$ cat src/rtl/if_stage_fifo.sv
// Merged pre-IF/IF fetch stage that buffers SRAM responses in a FIFO_DEPTH-entry instruction FIFO.
// Optional feature macro IF_ADDR_MAP_EN: translate kseg0/kseg1/kuseg fetch addresses before the SRAM.
module if_stage_fifo #(
  parameter int unsigned FIFO_DEPTH      = 4,
  parameter logic [31:0] RESET_PC        = 32'hbfc0_0000,
  parameter logic [31:0] EX_VEC          = 32'hbfc0_0380,
  parameter int unsigned FS_TO_DS_BUS_WD = 66
) (
  input  logic                       clk,
  input  logic                       reset,
  input  logic                       ds_allowin,
  input  logic [32:0]                br_bus,
  input  logic                       br_stall,
  input  logic                       bd_from_ds,
  input  logic                       ex_from_ws,
  input  logic                       eret_from_ws,
  input  logic [31:0]                cp0_epc,
  output logic                       fs_to_ds_valid,
  output logic [FS_TO_DS_BUS_WD-1:0] fs_to_ds_bus,
  output logic                       inst_sram_en,
  output logic [3:0]                 inst_sram_wen,
  output logic [31:0]                inst_sram_addr,
  output logic [31:0]                inst_sram_wdata,
  input  logic [31:0]                inst_sram_rdata,
  output logic                       fs_valid_h
);
  localparam int unsigned AW = (FIFO_DEPTH > 1) ? $clog2(FIFO_DEPTH) : 1;
  localparam int unsigned CW = AW + 1;

  typedef enum logic [0:0] {RUN = 1'b0, WAIT_DS = 1'b1} state_e;

  logic [64:0]   mem_q [FIFO_DEPTH];
  logic [AW-1:0] rd_ptr_q, rd_ptr_d, wr_ptr_q, wr_ptr_d;
  logic [CW-1:0] count_q, count_d;
  logic [31:0]   pc_q, pc_d, req_pc_q, req_pc_d, tgt_q, tgt_d;
  logic          inflight_q, inflight_d;
  state_e        state_q, state_d;
  logic          nonempty_s, pop_s, push_s, discard_s, issue_s, br_now_s, br_wait_s;
  logic [31:0]   fetch_pc_s;
  logic [CW:0]   occupancy_s;
  logic [64:0]   head_s;

  function automatic logic [31:0] map_addr(input logic [31:0] va);
`ifdef IF_ADDR_MAP_EN
    if (va[31:30] == 2'b10) begin
      map_addr = {3'b000, va[28:0]};
    end else if (va[31] == 1'b0) begin
      map_addr = {((va[30] == 1'b0) ? 2'b01 : 2'b10), va[29:0]};
    end else begin
      map_addr = va;
    end
`else
    map_addr = va;
`endif
  endfunction

  always_comb begin
    nonempty_s  = (count_q != {CW{1'b0}});
    pop_s       = nonempty_s && ds_allowin;
    // A redirect is immediate once something after the branch exists; otherwise wait for the delay slot.
    br_now_s    = br_bus[32] && !ex_from_ws && (state_q == RUN) && (nonempty_s || inflight_q);
    br_wait_s   = br_bus[32] && !ex_from_ws && (state_q == RUN) && !nonempty_s && !inflight_q;
    discard_s   = ex_from_ws || (br_now_s && nonempty_s);
    push_s      = inflight_q && !discard_s;
    fetch_pc_s  = br_now_s ? br_bus[31:0] : pc_q;
    occupancy_s = {1'b0, count_q} + {{CW{1'b0}}, inflight_q};
    issue_s     = !reset && !br_stall && !ex_from_ws && (occupancy_s < (CW+1)'(FIFO_DEPTH));
  end

  always_ff @(posedge clk or posedge reset) begin
    if (reset) begin
      state_q <= RUN;
    end else begin
      state_q <= state_d;
    end
  end

  always_comb begin
    state_d = state_q;
    case (state_q)
      RUN:     state_d = (br_wait_s && !issue_s) ? WAIT_DS : RUN;
      WAIT_DS: state_d = (ex_from_ws || issue_s) ? RUN : WAIT_DS;
      default: state_d = RUN;
    endcase
  end

  always_comb begin
    pc_d       = pc_q;
    req_pc_d   = req_pc_q;
    tgt_d      = tgt_q;
    inflight_d = issue_s;
    if (ex_from_ws) begin
      pc_d = eret_from_ws ? cp0_epc : EX_VEC;
    end else if (issue_s) begin
      // The request issued alongside a deferred branch is the delay slot; the target follows it.
      req_pc_d = fetch_pc_s;
      if (state_q == WAIT_DS) begin
        pc_d = tgt_q;
      end else if (br_wait_s) begin
        pc_d = br_bus[31:0];
      end else begin
        pc_d = fetch_pc_s + 32'd4;
      end
    end else if (br_now_s) begin
      pc_d = br_bus[31:0];
    end else if (br_wait_s) begin
      tgt_d = br_bus[31:0];
    end else begin
      pc_d = pc_q;
    end
  end

  always_comb begin
    rd_ptr_d = rd_ptr_q;
    wr_ptr_d = wr_ptr_q;
    count_d  = count_q;
    if (ex_from_ws) begin
      wr_ptr_d = rd_ptr_q;
      count_d  = {CW{1'b0}};
    end else if (br_now_s && pop_s) begin
      rd_ptr_d = rd_ptr_q + AW'(1'b1);
      wr_ptr_d = rd_ptr_q + AW'(1'b1);
      count_d  = {CW{1'b0}};
    end else if (br_now_s && nonempty_s) begin
      wr_ptr_d = rd_ptr_q + AW'(1'b1);
      count_d  = CW'(1'b1);
    end else begin
      wr_ptr_d = push_s ? (wr_ptr_q + AW'(1'b1)) : wr_ptr_q;
      rd_ptr_d = pop_s  ? (rd_ptr_q + AW'(1'b1)) : rd_ptr_q;
      count_d  = count_q + CW'(push_s) - CW'(pop_s);
    end
  end

  always_ff @(posedge clk or posedge reset) begin
    if (reset) begin
      pc_q       <= RESET_PC;
      req_pc_q   <= 32'd0;
      tgt_q      <= 32'd0;
      inflight_q <= 1'b0;
      rd_ptr_q   <= {AW{1'b0}};
      wr_ptr_q   <= {AW{1'b0}};
      count_q    <= {CW{1'b0}};
    end else begin
      pc_q       <= pc_d;
      req_pc_q   <= req_pc_d;
      tgt_q      <= tgt_d;
      inflight_q <= inflight_d;
      rd_ptr_q   <= rd_ptr_d;
      wr_ptr_q   <= wr_ptr_d;
      count_q    <= count_d;
    end
  end

  always_ff @(posedge clk or posedge reset) begin
    if (reset) begin
      for (int i = 0; i < FIFO_DEPTH; i++) begin
        mem_q[i] <= 65'd0;
      end
    end else if (push_s) begin
      mem_q[wr_ptr_q] <= {(req_pc_q[1:0] != 2'b00), inst_sram_rdata, req_pc_q};
    end else begin
      mem_q[wr_ptr_q] <= mem_q[wr_ptr_q];
    end
  end

  always_comb begin
    head_s          = mem_q[rd_ptr_q];
    fs_to_ds_valid  = nonempty_s;
    fs_valid_h      = nonempty_s;
    fs_to_ds_bus    = nonempty_s ? {(bd_from_ds && !head_s[64]), head_s} : {FS_TO_DS_BUS_WD{1'b0}};
    inst_sram_en    = issue_s;
    inst_sram_wen   = 4'd0;
    inst_sram_wdata = 32'd0;
    inst_sram_addr  = reset ? 32'd0 : map_addr(fetch_pc_s);
  end
endmodule

$ cat config.mk
export PLATFORM = sky130hd
export DESIGN_NAME = if_stage_fifo
export DESIGN_NICKNAME = d
export VERILOG_FILES = /design/src/rtl/if_stage_fifo.sv
export SDC_FILE = /design/constraint.sdc
export NUM_CORES = 1
export LEC_CHECK = 0
export CAP_MARGIN = 30
export CORE_MARGIN = 4
export CORE_UTILIZATION = 45
export DETAILED_ROUTE_END_ITERATION = 7
export HOLD_SLACK_MARGIN = 0.02
export PLACE_DENSITY_LB_ADDON = 0.25
export RECOVER_POWER = 25
export SLEW_MARGIN = 10
export SYNTH_ARGS = -nofsm -noshare
export SYNTH_HDL_FRONTEND = slang
export SYNTH_SLANG_ARGS = --single-unit
$ cat constraint.sdc
create_clock -name clk -period 18.1 [get_ports clk]
set_clock_uncertainty 0.1 [all_clocks]
set_input_delay 5.43 -clock clk [delete_from_list [all_inputs] [get_ports clk]]
set_output_delay 5.43 -clock clk [all_outputs]
set_load 0.01 [all_outputs]
* After elaboration in Yosys (flattened, before gate mapping)
Cells that the tools add are included.
Word-level totals: register bits 365, latch bits 0, bits in writable memories 0, memory bits (read-only) 0, output and inout port bits 137, memories kept 0
Cells by class: add/subtract/negate cells 6, multipliers 0, divide/modulo/power cells 0, magnitude comparators 4, equality and inequality tests 1, shift operators 0, multiplexer cells 32, bitwise logic cells 6, reductions and logical operators 33
Operators with widths (count):
- $bwmux 260 | 2
- $mux 65 | 5
- $bmux 65 s2 | 2
- $mux 260 | 1
- $mux 32 | 7
- $demux 65 s2 | 1
- $mux 66 | 1
- $add 32x3->32 const B | 1
- $logic_and 1x1->1 | 15
- $mux 2 | 7
- $mux 3 | 3
- $logic_not 1->1 | 8
- $ge 3x3->1 const B | 2
- $not 2->3 | 2
- $add 2x1->2 const B | 2
- $add 3x1->4 | 1
- $lt 4x3->1 const B | 1
- $not 1->1 | 4
- $reduce_and 4->1 | 1
- $reduce_bool 2->1 | 2
- $reduce_bool 4->1 | 1
- $add 3x1->3 | 1
- $logic_or 1x1->1 | 3
- $lt 3x1->1 const B | 1
- other kinds (7) | 8

* Logic depth before layout (Yosys ltp)
word-level depth 13, depth in mapped cells 15, depth with buffers taken out 11

* Worst setup path before layout
Ideal clock, no wire load.
path type input-to-output, start point input br_bus[32], end point output inst_sram_addr[2], data arrival time 7037 ps, data required time 12570 ps, slack 5533 ps, stages on the path 6, path buffers 2, cell sequence nor3b_1 > nand2_1 > buf_2 > buf_2 > mux2i_1 > nor2_1
Between the ends: word-level cells in the longest chain between the ends 5
Ends and longest elaborated chain:
- start: declaration | line 12 | input logic [32:0] br_bus,
- $logic_and 1x1->1 (3 in a row) | line 61 | br_now_s = br_bus[32] && !ex_from_ws && (state_q == RUN) && (nonempty_s || inflight_q);
- $mux 32
- $mux 32 | line 174 | inst_sram_addr = reset ? 32'd0 : map_addr(fetch_pc_s);
- end: declaration | line 22 | output logic [31:0] inst_sram_addr,
No other way between the ends.

* Final worst setup path
start point input ex_from_ws, end point output inst_sram_addr[22]
Between the ends: word-level cells in the longest chain between the ends 6
Ends and longest elaborated chain:
- start: declaration | line 15 | input logic ex_from_ws,
- $logic_not 1->1 | line 61
- $logic_and 1x1->1 (3 in a row) | line 61
- $mux 32
- $mux 32 | line 174
No other way between the ends.

==> flow_metrics.env <==
export IMPL_cts_setup_buffers=0
export IMPL_ant_nets=0
export IMPL_most_common_layout_cells="dfrtp_1 (352), nor2_1 (333), a21oi_1 (291), clkdlybuf4s50_1 (202), mux4_2 (130)"
export IMPL_ys_flop_type="dfrtp_1"
export IMPL_cts_tree="yes"
export IMPL_cp_end_kind="output port"
export IMPL_antenna_found_initial=0
export IMPL_dp_hpwl_mm=36.2
export IMPL_die_area_sq_um=47700
export IMPL_hold_viol=0
export IMPL_num_vias=15700
export IMPL_arrival_ps=9590
export IMPL_netlist_instances=1901
export IMPL_p_switching_mw=1.63
export IMPL_cts_sinks=365
export IMPL_drv_slew=300
export IMPL_synth_ff_latch_count=365
export IMPL_grt_pass1_wl_mm=90.9
export IMPL_setup_viol=0
export IMPL_critPathRequiredTime_ps=12570
export IMPL_cellPowerDensity_nw_per_um2=178
export IMPL_maxClockFrequency_mhz=66.1
export IMPL_fillers=3766
export IMPL_core_sq_um=43400
export IMPL_syn_cell_area_sq_um=19900
export IMPL_relSlewSlack_pct=-174
export IMPL_wl_per_cell_um=21.7
export IMPL_p_int_mw=2.60
export IMPL_rsz0062_at_grt="no"
export IMPL_outcome="finished, violations left"
export IMPL_drc_errors=0
export IMPL_multi_input_area_sq_um=10100
export IMPL_drt_iter0_markers=1619
export IMPL_clk_pin_slew_ps=60
export IMPL_clkLatencyLatePin_ps=550
export IMPL_synth_edf_count=0
export IMPL_clkPwrFrac_pct=21.8
export IMPL_tightest_slew_ps=4090
export IMPL_pin_count=241
export IMPL_drive_above_1_share_pct=14.1
export IMPL_dieWidth_um=218
export IMPL_grt_usage_pct=24.0
export IMPL_cts_hold_buf=0
export IMPL_grt_max_degree=196
export IMPL_violations="max-capacitance violations, max-slew violations"
export IMPL_wirelength_mm=57.4
export IMPL_period_minus_slack_ps=15120
export IMPL_synthToLayoutAreaGrowth_pct=19.5
export IMPL_first_pass_iters=7
export IMPL_numCtsBuffers=43
export IMPL_gp_congestion=0.913
export IMPL_ctsResizeCount=0
export IMPL_layout_commonest_cell="dfrtp_1"
export IMPL_initial_utilization_pct=45.9
export IMPL_placed_cell_area_sq_um=22300
export IMPL_place_ws_ps=4220
export IMPL_finalCritPeriodShare_pct=83.6
export IMPL_overflow=0
export IMPL_critPathLaunchType="primary input"
export IMPL_switching_share_pct=38.6
export IMPL_hp_class="reg -> reg"
export IMPL_clock_path_buffers=3
export IMPL_chipHeight_um=218
export IMPL_cp_max_fo=33
export IMPL_power_leakage_nw=9.39
export IMPL_tns_ps=0
export IMPL_stdcell_area_sq_um=23800
export IMPL_io_buffers=204
export IMPL_register_area_sq_um=9160
export IMPL_fin_nets=2140
export IMPL_crit_type="in -> out"
export IMPL_syn_area_per_cell_sq_um=10.5
export IMPL_fin_ws_ps=2980
export IMPL_ys_warnings_count=0
export IMPL_ys_seq_area_share_pct=45.9
export IMPL_cts_htree_levels=2
export IMPL_power_frac_seq_pct=33.9
export IMPL_combPwrFrac_pct=44.3
export IMPL_grt_pass1_vias=15800
export IMPL_rows=76
export IMPL_vdd_ir_drop_max_mv=0.0877
export IMPL_synthArstFlopShare_pct=100
export IMPL_cts_root_buf="clkbuf_16"
export IMPL_detail_route_vias_per_cell=5.94
export IMPL_num_antenna_cells=0
export IMPL_max_cap_violations=6
export IMPL_yosysUniqueCellTypes=69
path summary, 6_finish.rpt:
path,startpoint,to,slack (ps),depth (start not counted)
min,req_pc_q[23],req_pc_q[23],400,2
min reg2reg,req_pc_q[23],req_pc_q[23],400,2
max,ex_from_ws,inst_sram_addr[22],2980,8
max in group asynchronous,reset,mem_q[185],5040,5
max reg2reg,inflight_q,pc_q[30],13120,12
min in group asynchronous,reset,count_q[0],7750,3
power by group through the flow:
stage                     Combinational [mW]  Sequential (mW)  Clock, mW
after floorplan                         1.34             1.28          0
after global placement                  1.85             1.42          0
after detailed placement                1.89             1.44          0
after CTS                               1.89             1.43      0.944
after global routing                    2.05             1.48      0.983
final                                   1.88             1.43      0.924
Yosys cell counts, types with 8 or more instances:
cell | instances | area, sq um
dfstp_2 | 9 | 236
a21oi_1 | 291 | 1460
nand2_1 | 78 | 293
clkbuf_1 | 129 | 484
buf_1 | 14 | 52.6
o22ai_1 | 16 | 100
o221ai_1 | 11 | 96.3
o21ai_0 | 67 | 335
nand3_1 | 20 | 100
or4_1 | 9 | 67.6
buf_4 | 37 | 278
inv_1 | 15 | 56.3
and2_1 | 68 | 425
mux2_2 | 40 | 450
dfrtp_1 | 356 | 8910
mux4_2 | 130 | 2930
o211ai_1 | 9 | 67.6
ha_1 | 8 | 100
or3_1 | 9 | 56.3
mux2i_1 | 96 | 961
xnor2_1 | 11 | 96.3
xor2_1 | 13 | 114
nand4_1 | 22 | 138
nor2_1 | 333 | 1250
cell type report:
class / instances / area share (%)
multi-input combinational: 1369 / 42.3
sequential: 365 / 38.5
timing repair buffer: 232 / 9.51
clock buffer: 66 / 5.61
tap: 585 / 3.08
clock inverter: 12 / 0.804
inverter: 16 / 0.258
through the flow:
stage	hold WS (ps)	instances	util, %	total power, mW
after floorplan	349	1936	-	2.63
after global placement	371	2564	51.4	3.27
after detailed placement	379	2564	51.4	3.33
after CTS	399	2642	54.9	4.26
after global routing	417	2645	54.9	4.51
final	395	2645	54.9	4.24
sequential cells by signal, indices dropped and copies added, names as in the netlist:
register and flops:
inflight_q 1, count_q 3, req_pc_q 32, wr_ptr_q 2
pc_q 32, mem_q 260, tgt_q 32, rd_ptr_q 2
state_q 1
critical path: stages:
cell             delay, ps
dlygate4sd3_1          530
clkbuf_1               630
nor3b_2                470
clkbuf_1              1190
nand3_1                280
and2_1                 300
nor2_1                 160
clkdlybuf4s50_1        590
layer usage:
metal  share of wire, %  vias to the layer above  wire length (um)  GRT usage [%]
met2                 47                      649             27200           38.5
met5                  0                        -                 0              0
met4                2.2                        0              1280           6.47
met3                6.7                       94              3870           4.06
li1                   -                     7100                 -              -
met1                 44                     7881             25000           34.1
logic make-up after synthesis:
group	after synthesis	share of synthesized area [%]
simple gates	575	12.9
compound gates	459	13.1
flops	365	45.9
mux	266	21.8
buf+inv	202	4.54
xor+xnor	24	1.06
fa+ha+maj	9	0.603
other cells	1	0.0188
Power figures use the tool's default switching activity.
